**config.mk**
```make
export PLATFORM = sky130hd
export DESIGN_NAME = branch_resolve_bht
export DESIGN_NICKNAME = d
export VERILOG_FILES = /design/src/rtl/branch_resolve_bht.sv
export SDC_FILE = /design/constraint.sdc
export NUM_CORES = 1
export LEC_CHECK = 0
export CAP_MARGIN = 20
export CELL_PAD_IN_SITES_DETAIL_PLACEMENT = 0
export CELL_PAD_IN_SITES_GLOBAL_PLACEMENT = 1
export CORE_ASPECT_RATIO = 1.5
export CORE_MARGIN = 5
export CORE_UTILIZATION = 48
export CTS_CLUSTER_SIZE = 12
export DETAILED_ROUTE_END_ITERATION = 6
export GPL_ROUTABILITY_DRIVEN = 1
export HOLD_SLACK_MARGIN = 0.02
export PLACE_DENSITY_LB_ADDON = 0.1
export SLEW_MARGIN = 40
export SYNTH_ARGS = -nofsm -noshare
export SYNTH_HDL_FRONTEND = slang
export SYNTH_SLANG_ARGS = --single-unit
```
**constraint.sdc**
```tcl
create_clock -name i_clk -period 10.1 [get_ports i_clk]
set_input_delay 2.02 -clock i_clk [delete_from_list [all_inputs] [get_ports i_clk]]
set_output_delay 2.02 -clock i_clk [all_outputs]
set_load 0.1 [all_outputs]
```
**src/rtl/branch_resolve_bht.sv**
```systemverilog
// EX-stage branch resolution with a direct-mapped BTB and 2-bit direction counters.
// Fetch gets a combinational next-PC prediction; mispredicts raise a registered redirect.
module branch_resolve_bht #(
  parameter int WIDTH     = 32,
  parameter int IDX_BITS  = 4,
  parameter int CNT_WIDTH = 16
) (
  input  logic                 i_clk,
  input  logic                 i_rst_n,
  input  logic [WIDTH-1:0]     i_F_PC,
  output logic [WIDTH-1:0]     o_F_PPC,
  output logic                 o_F_Taken,
  input  logic                 i_EX_Valid,
  input  logic [WIDTH-1:0]     i_EX_PC,
  input  logic [WIDTH-1:0]     i_ALU_rslt,
  input  logic                 i_Taken,
  input  logic [WIDTH-1:0]     i_PPC,
  input  logic                 i_Clear_Tbl,
  output logic                 o_Redirect,
  output logic [WIDTH-1:0]     o_New_PC,
  output logic                 o_Ready,
  output logic [CNT_WIDTH-1:0] o_Mispred_Cnt
);

  localparam int ENTRIES = 1 << IDX_BITS;
  localparam int TAG_W   = WIDTH - IDX_BITS - 2;

  typedef enum logic {ST_INIT, ST_RUN} state_t;

  state_t              state_q, state_d;
  logic [IDX_BITS-1:0] ptr_q, ptr_d;

  logic                valid_q  [ENTRIES];
  logic [TAG_W-1:0]    tag_q    [ENTRIES];
  logic [WIDTH-1:0]    target_q [ENTRIES];
  logic [1:0]          cnt_q    [ENTRIES];

  logic                run;
  logic [IDX_BITS-1:0] f_idx, ex_idx;
  logic [TAG_W-1:0]    f_tag, ex_tag;
  logic                f_hit, ex_hit;
  logic                resolve, mispred, tbl_we;
  logic [WIDTH-1:0]    actual;
  logic                unused_pc_low;

  assign unused_pc_low = ^{i_F_PC[1:0], i_EX_PC[1:0]};

  always_ff @(posedge i_clk or negedge i_rst_n) begin
    if (!i_rst_n) begin
      state_q <= ST_INIT;
      ptr_q   <= '0;
    end else begin
      state_q <= state_d;
      ptr_q   <= ptr_d;
    end
  end

  // Sweep pointer wraps back to 0 naturally after the last entry.
  always_comb begin
    state_d = state_q;
    ptr_d   = ptr_q;
    case (state_q)
      ST_INIT: begin
        ptr_d = ptr_q + 1'b1;
        if (&ptr_q) state_d = ST_RUN;
      end
      ST_RUN: begin
        if (i_Clear_Tbl) begin
          state_d = ST_INIT;
          ptr_d   = '0;
        end
      end
      default: begin
        state_d = ST_INIT;
        ptr_d   = '0;
      end
    endcase
  end

  assign run     = (state_q == ST_RUN);
  assign o_Ready = run;

  assign f_idx     = i_F_PC[IDX_BITS+1:2];
  assign f_tag     = i_F_PC[WIDTH-1:IDX_BITS+2];
  assign f_hit     = run && valid_q[f_idx] && (tag_q[f_idx] == f_tag);
  assign o_F_Taken = f_hit && cnt_q[f_idx][1];
  assign o_F_PPC   = o_F_Taken ? target_q[f_idx] : i_F_PC + WIDTH'(4);

  // The instruction sitting in EX while a redirect is out is wrong-path.
  assign resolve = i_EX_Valid && !o_Redirect;
  assign actual  = i_Taken ? i_ALU_rslt : i_EX_PC + WIDTH'(4);
  assign mispred = resolve && (actual != i_PPC);
  assign tbl_we  = resolve && run && !i_Clear_Tbl;
  assign ex_idx  = i_EX_PC[IDX_BITS+1:2];
  assign ex_tag  = i_EX_PC[WIDTH-1:IDX_BITS+2];
  assign ex_hit  = valid_q[ex_idx] && (tag_q[ex_idx] == ex_tag);

  always_ff @(posedge i_clk or negedge i_rst_n) begin
    if (!i_rst_n) begin
      for (int i = 0; i < ENTRIES; i++) valid_q[i] <= 1'b0;
    end else if (!run) begin
      valid_q[ptr_q] <= 1'b0;
    end else if (tbl_we && !ex_hit && i_Taken) begin
      valid_q[ex_idx] <= 1'b1;
    end
  end

  // Payload needs no reset: valid gates every use of it.
  always_ff @(posedge i_clk) begin
    if (tbl_we) begin
      if (ex_hit) begin
        if (i_Taken) begin
          cnt_q[ex_idx]    <= (cnt_q[ex_idx] == 2'b11) ? 2'b11 : cnt_q[ex_idx] + 2'b01;
          target_q[ex_idx] <= i_ALU_rslt;
        end else begin
          cnt_q[ex_idx]    <= (cnt_q[ex_idx] == 2'b00) ? 2'b00 : cnt_q[ex_idx] - 2'b01;
        end
      end else if (i_Taken) begin
        tag_q[ex_idx]    <= ex_tag;
        target_q[ex_idx] <= i_ALU_rslt;
        cnt_q[ex_idx]    <= 2'b10;
      end
    end
  end

  always_ff @(posedge i_clk or negedge i_rst_n) begin
    if (!i_rst_n) begin
      o_Redirect    <= 1'b0;
      o_New_PC      <= '0;
      o_Mispred_Cnt <= '0;
    end else begin
      o_Redirect <= mispred;
      if (mispred) o_New_PC <= actual;
      if (mispred && !(&o_Mispred_Cnt)) o_Mispred_Cnt <= o_Mispred_Cnt + 1'b1;
    end
  end

endmodule

```
==> qor.yml, run 1 <==
synthesis:
  synth_nets: 2704
  yosys_warnings: 0
  synth-seq-area-share_pct: 65.1
  synth_cell_types: 85
  synth-edff-count: 960
  ys_ff_latch: 1030
  async_flop_share_pct: 6.80
  syn_area_um2: 47000
  yosysTopAreaCell: "edfxtp_1"
  synth_ff_type: "edfxtp_1"
  syn_area_per_cell_um2: 18.4
  syn_inst: 2561
  synth_area_leaders: "edfxtp_1 (61%), mux4_2 (18%), dfrtp_1 (3.7%)"
  synth_top_cell_area_share_pct: 61.3
worst_setup_path:
  cpPeakStageDelay_ps: 520
  path_cells: "buf_8 > buf_16 > buf_12 > mux4_2 > mux4_2 > xnor2_1 > nand2_1 > nor4b_1 > nand4b_1 > nor4_4 > buf_4 > mux2_1 > buf_4"
  path_class: "input port to output pin"
  end_kind: "output pin"
  critical_path_peak_fanout: 43
  crit_family: "buffers and inverters"
  cp_num_buf_inv: 5
  regToRegSetupSlack_ps: 5850
  start_kind: "input port"
  slowest_stage: "mux4_2"
  crit_arrival_ps: 6520
  cp.required_ps: 8080
die:
  start_util_pct: 48.3
  chipHeight_um: 393
  dieArea_um2: 104000
  rows: 140
  core-area_um2: 97200
  die-width_um: 266
  boundaryPins: 216
layout:
  nFillCells: 7559
  drive_above_1_share_pct: 27.5
  fin_nets: 2950
  regArea_um2: 30600
  fin_area_um2: 53500
  fin_cells: 4162
  syn_to_final_growth_pct: 13.9
  multi_input_area_um2: 15600
detailed_routing:
  vias: 27113
  drtIter0Drc: 3024
  drtAntennaViolNets: 0
  wl_mm: 147
  drcViolationCount: 0
  wire_per_inst_um: 35.4
  drt_pass1_iterations: 5
  via_per_inst: 6.51
clock_tree:
  clock_latency_ps: 720
  cts_tree: "yes"
  cts_buffer_depth: 3
  numCtsBuffers: 100
  cts-htree-levels: 3
  postCtsSetupBuffers: 0
  cts_resized: 0
  clock_sinks: 1030
  hold_buffers: 0
  root_buffer: "clkbuf_16"
  path_clk_slew_ps: 60
power:
  leakagePower_uw: 0.0174
  powerDensity_nw_per_um2: 177
  vdd_drop_max_mv: 0.159
global_route:
  antenna_found_initial: 12
  grt_usage_pct: 28.0
  grt_max_degree: 79
  overflow: 0
  grt_pass1_wl_mm: 208
  grt_pass1_vias: 27785
timing:
  slew_violations: 0
  fmaxAchievable_ghz: 0.117
  worst_pin_slew_ps: 855
  hold_viol_final: 0
  rsz0062_at_grt: "false"
  fin_skew_ps: 47.6
  max-slew-margin-rel_pct: 43.0
  period_share_pct: 84.5
  min_period_ps: 8540
  finalSetupViolations: 0
  setup_tns_ps: 0
place:
  dpl-instance-area_um2: 50500
  io_buffers: 215
  gp_congestion: 0.887
  hpwl_mm: 94.9
  dp_cells: 3982
status:
  status: "completed"
worst_hold_path:
  hp-class: "flip-flop to flip-flop"
job:
  drv_cap: 0
==> Yosys cell counts, types with 30 or more instances <==
cell and count:
and3_1 35, buf_2 63, clkbuf_1 78, dfrtp_1 70, edfxtp_1 960, mux2_2 34, mux2i_1 90, mux4_2 379
nand2_1 98, nand3_1 44, nand4_1 31, nor2_1 53, nor3_1 30, o21ai_0 51, xnor2_1 101, xor2_1 59
==> worst paths after layout <==
check,startpoint,to,cells past startpoint
worst max-delay path,i_F_PC[2],o_F_PPC[10],13
worst min-delay path,o_Mispred_Cnt[5],o_Mispred_Cnt[5],1
worst max register to register,tag_q[7][4],tag_q[9][17],10
worst min register to register,o_Mispred_Cnt[5],o_Mispred_Cnt[5],1
max in group asynchronous,i_rst_n,o_Mispred_Cnt[1],2
min in group asynchronous,i_rst_n,ptr_q[1],1
==> flip-flops by register name (all words and copies together), names as in the netlist <==
name	flops
o_Redirect	1
o_Mispred_Cnt	16
target_q	512
cnt_q	32
o_New_PC	32
ptr_q	4
valid_q	16
o_Ready	1
tag_q	416
==> routing by layer <==
| layer | track usage (%) | routed length, um | up-vias |
|---|---|---|---|
| met5 | 0 | 57 | - |
| met4 | 9.49 | 5480 | 10 |
| met3 | 4.05 | 10900 | 217 |
| met2 | 49.1 | 76100 | 1270 |
| met1 | 36.2 | 54700 | 14530 |
| li1 | - | - | 11086 |
==> cell usage in the layout, fill, tap and decap left out, drive strengths merged, types with 9 or more instances in the layout <==
cell,instances
buf,201
ha,10
xnor2,101
mux4,379
and3,35
nor2,56
edfxtp,960
dfrtp,70
o21ai,51
a21oi,20
clkdlybuf4s50,116
nor3,30
inv,23
a22o,24
nand3,44
nand2,98
nand2b,14
a221oi,10
a22oi,10
nor4,20
nand4,32
clkbuf,150
mux2,61
nor2b,22
xor2,59
clkinv,22
mux2i,90
and2,19
a211oi,12
o31ai,9
==> kinds of logic after synthesis <==
logic type	Yosys count	share of synthesized area, %
fa+ha+maj	10	0.266
simple gates	415	4.76
compound gates	219	3.40
mux	530	21.5
xor+xnor	160	2.98
flops	1030	65.1
buf+inv	197	2.00
==> cell type report <==
cell class,instances,area share (%)
antenna,8,0.0374
clock buffer,150,5.10
clock inverter,21,0.393
inverter,24,0.168
multi-input combinational,1334,29.2
sequential,1030,57.1
tap,1278,2.99
timing repair buffer,317,5.02
==> report_power, final <==
group          internal, uW  switching, uW
clock                  1870           1600
sequential             4710           69.5
combinational           390            847
==> metrics by stage <==
stage          total power [uW]  setup slack, ps  hold WS [ps]  utilization, %
2_1_floorplan              5660              574           466               -
3_3_place_gp               6130             1550           486            52.2
3_5_place_dp               6110             1470           485            52.0
4_1_cts                    9560             1470           493            55.0
5_1_grt                    9790             1340           529            55.0
6_report                   9490             1560           494            55.1
==> worst reg2reg max path, delay by kind of cell (launching register included) <==
| kind | cells | cell delay (ps) |
|---|---|---|
| multiplexers | 2 | 990 |
| AND/OR/NAND/NOR | 4 | 1200 |
| flip-flops | 1 | 380 |
| buffers and inverters | 2 | 720 |
| XOR/XNOR | 1 | 440 |
| AO/OA/AOI/OAI | 1 | 100 |
No activity file was read; power rests on OpenSTA's default activity.
==> run 2, diff against run 1 <==
==> constraint.sdc (replaced) <==
create_clock -name i_clk -period 8.85 [get_ports i_clk]
set_input_delay 1.77 -clock i_clk [delete_from_list [all_inputs] [get_ports i_clk]]
set_output_delay 1.77 -clock i_clk [all_outputs]
set_load 0.1 [all_outputs]
==> qor.yml, run 2 (synthesis gave the netlist of run 1 again) <==
status:
  status: "completed"
clock_tree:
  numCtsBuffers: 101
  hold_buffers: 0
  cts_buffer_depth: 3
  path_clk_slew_ps: 60
  clock_latency_ps: 710
  root_buffer: "clkbuf_16"
  cts_tree: "yes"
  clock_sinks: 1030
  cts-htree-levels: 3
  postCtsSetupBuffers: 0
  cts_resized: 0
power:
  leakagePower_uw: 0.0175
  p_total_uw: 10900
  powerDensity_nw_per_um2: 204
  vdd_drop_max_mv: 0.141
timing:
  max-slew-margin-rel_pct: 42.9
  rsz0062_at_grt: "false"
  fin_skew_ps: 50.1
  period_share_pct: 92.4
  setup_tns_ps: 0
  slew_violations: 0
  worst_pin_slew_ps: 857
  finalSetupViolations: 0
  fmaxAchievable_ghz: 0.122
  setup_ws_ps: 672
  hold_viol_final: 0
  min_period_ps: 8180
layout:
  syn_to_final_growth_pct: 14.2
  fin_util_pct: 55.2
  layout_common_cells: "edfxtp_1 (960), mux4_2 (379), buf_4 (122)"
  top_register: "target_q"
  final_common_cell: "edfxtp_1"
  largest_reg_flops: 512
  reg_top3: "target_q (512), tag_q (416)"
  fin_area_um2: 53700
  fin_nets: 2951
  drive_above_1_share_pct: 27.8
place:
  pre_cts_slack_ps: 713
  dpl-instance-area_um2: 50600
  gp_congestion: 0.894
  io_buffers: 215
  hpwl_mm: 97.3
worst_hold_path:
  hp-class: "flip-flop to flip-flop"
die:
  chipHeight_um: 393
  dieArea_um2: 104000
  boundaryPins: 216
  die-width_um: 266
  rows: 140
  core-area_um2: 97200
  start_util_pct: 48.3
worst_setup_path:
  critical_path_peak_fanout: 44
  crit_arrival_ps: 6410
  cp.required_ps: 7080
  start_kind: "input port"
  end_kind: "output pin"
  path_class: "input port to output pin"
detailed_routing:
  drt_pass1_iterations: 6
  via_per_inst: 6.51
  drtIter0Drc: 3157
  drcViolationCount: 0
  vias: 27104
  wl_mm: 149
  drtAntennaViolNets: 0
  wire_per_inst_um: 35.7
global_route:
  grt_max_degree: 80
  grt_usage_pct: 28.1
  grt_pass1_wl_mm: 208
  antenna_found_initial: 9
  grt_pass1_vias: 28097
  overflow: 0
job:
  drv_cap: 0
==> run 2: cell count changes in the layout (fill, tap and decap cells not counted), sizes merged <==
cell | previous run | this run
bufinv | 0 | 3
clkdlybuf4s50 | 116 | 113
buf | 201 | 203
inv | 23 | 24
diode | 8 | 7
clkinv | 22 | 23
==> run 2: layout make-up <==
type	count	area, um^2
repair buffers	317	2710
multi-input cells	1334	15600
clock buffers	149	2750
fillers	7591	43500
clock inverters	26	298
inverters	24	90.1
well taps	1278	1600
diodes	7	17.5
flip-flops and latches	1030	30600
==> run 2: metal layers <==
metal	global-route usage, %	vias up	wire length, um
met5	0	-	34
met4	11.5	6	6740
met3	5.02	244	11800
met2	48.7	1316	75800
met1	35.3	14441	54100
li1	-	11097	-
==> run 2: power by group <==
group / internal, uW / total, uW / switching [uW] / leakage, uW
registers: 5380 / 5450 / 70.8 / 0.00948
clock network: 2240 / 4060 / 1820 / 0.00147
logic: 446 / 1420 / 978 / 0.00655
total: 8070 / 10900 / 2870 / 0.0175
==> run 2: critical path, cell delays in order <==
cell	delay, ps
buf_8	120
buf_16	270
buf_16	340
mux4_2	560
mux4_2	490
xnor2_1	620
nand4_1	170
nor4b_1	330
nand4b_1	200
nor4_4	150
buf_4	520
mux2_2	410
buf_4	230
==> run 2: worst paths after layout <==
kind	startpoint	end	slack, ps	cells after the start
min reg2reg	o_Mispred_Cnt[11]	o_Mispred_Cnt[11]	490	1
min in group asynchronous	i_rst_n	o_Mispred_Cnt[5]	930	1
max	i_F_PC[2]	o_F_PPC[28]	670	13
max reg2reg	tag_q[7][10]	tag_q[11][12]	4380	10
max in group asynchronous	i_rst_n	ptr_q[1]	6960	2
min	o_Mispred_Cnt[11]	o_Mispred_Cnt[11]	490	1
==> run 2: metrics by stage <==
step	std cells	hold slack (ps)
finish	4165	486
floorplan	2561	466
detailed placement	3982	476
global placement	3978	474
CTS	4157	484
global route	4158	500
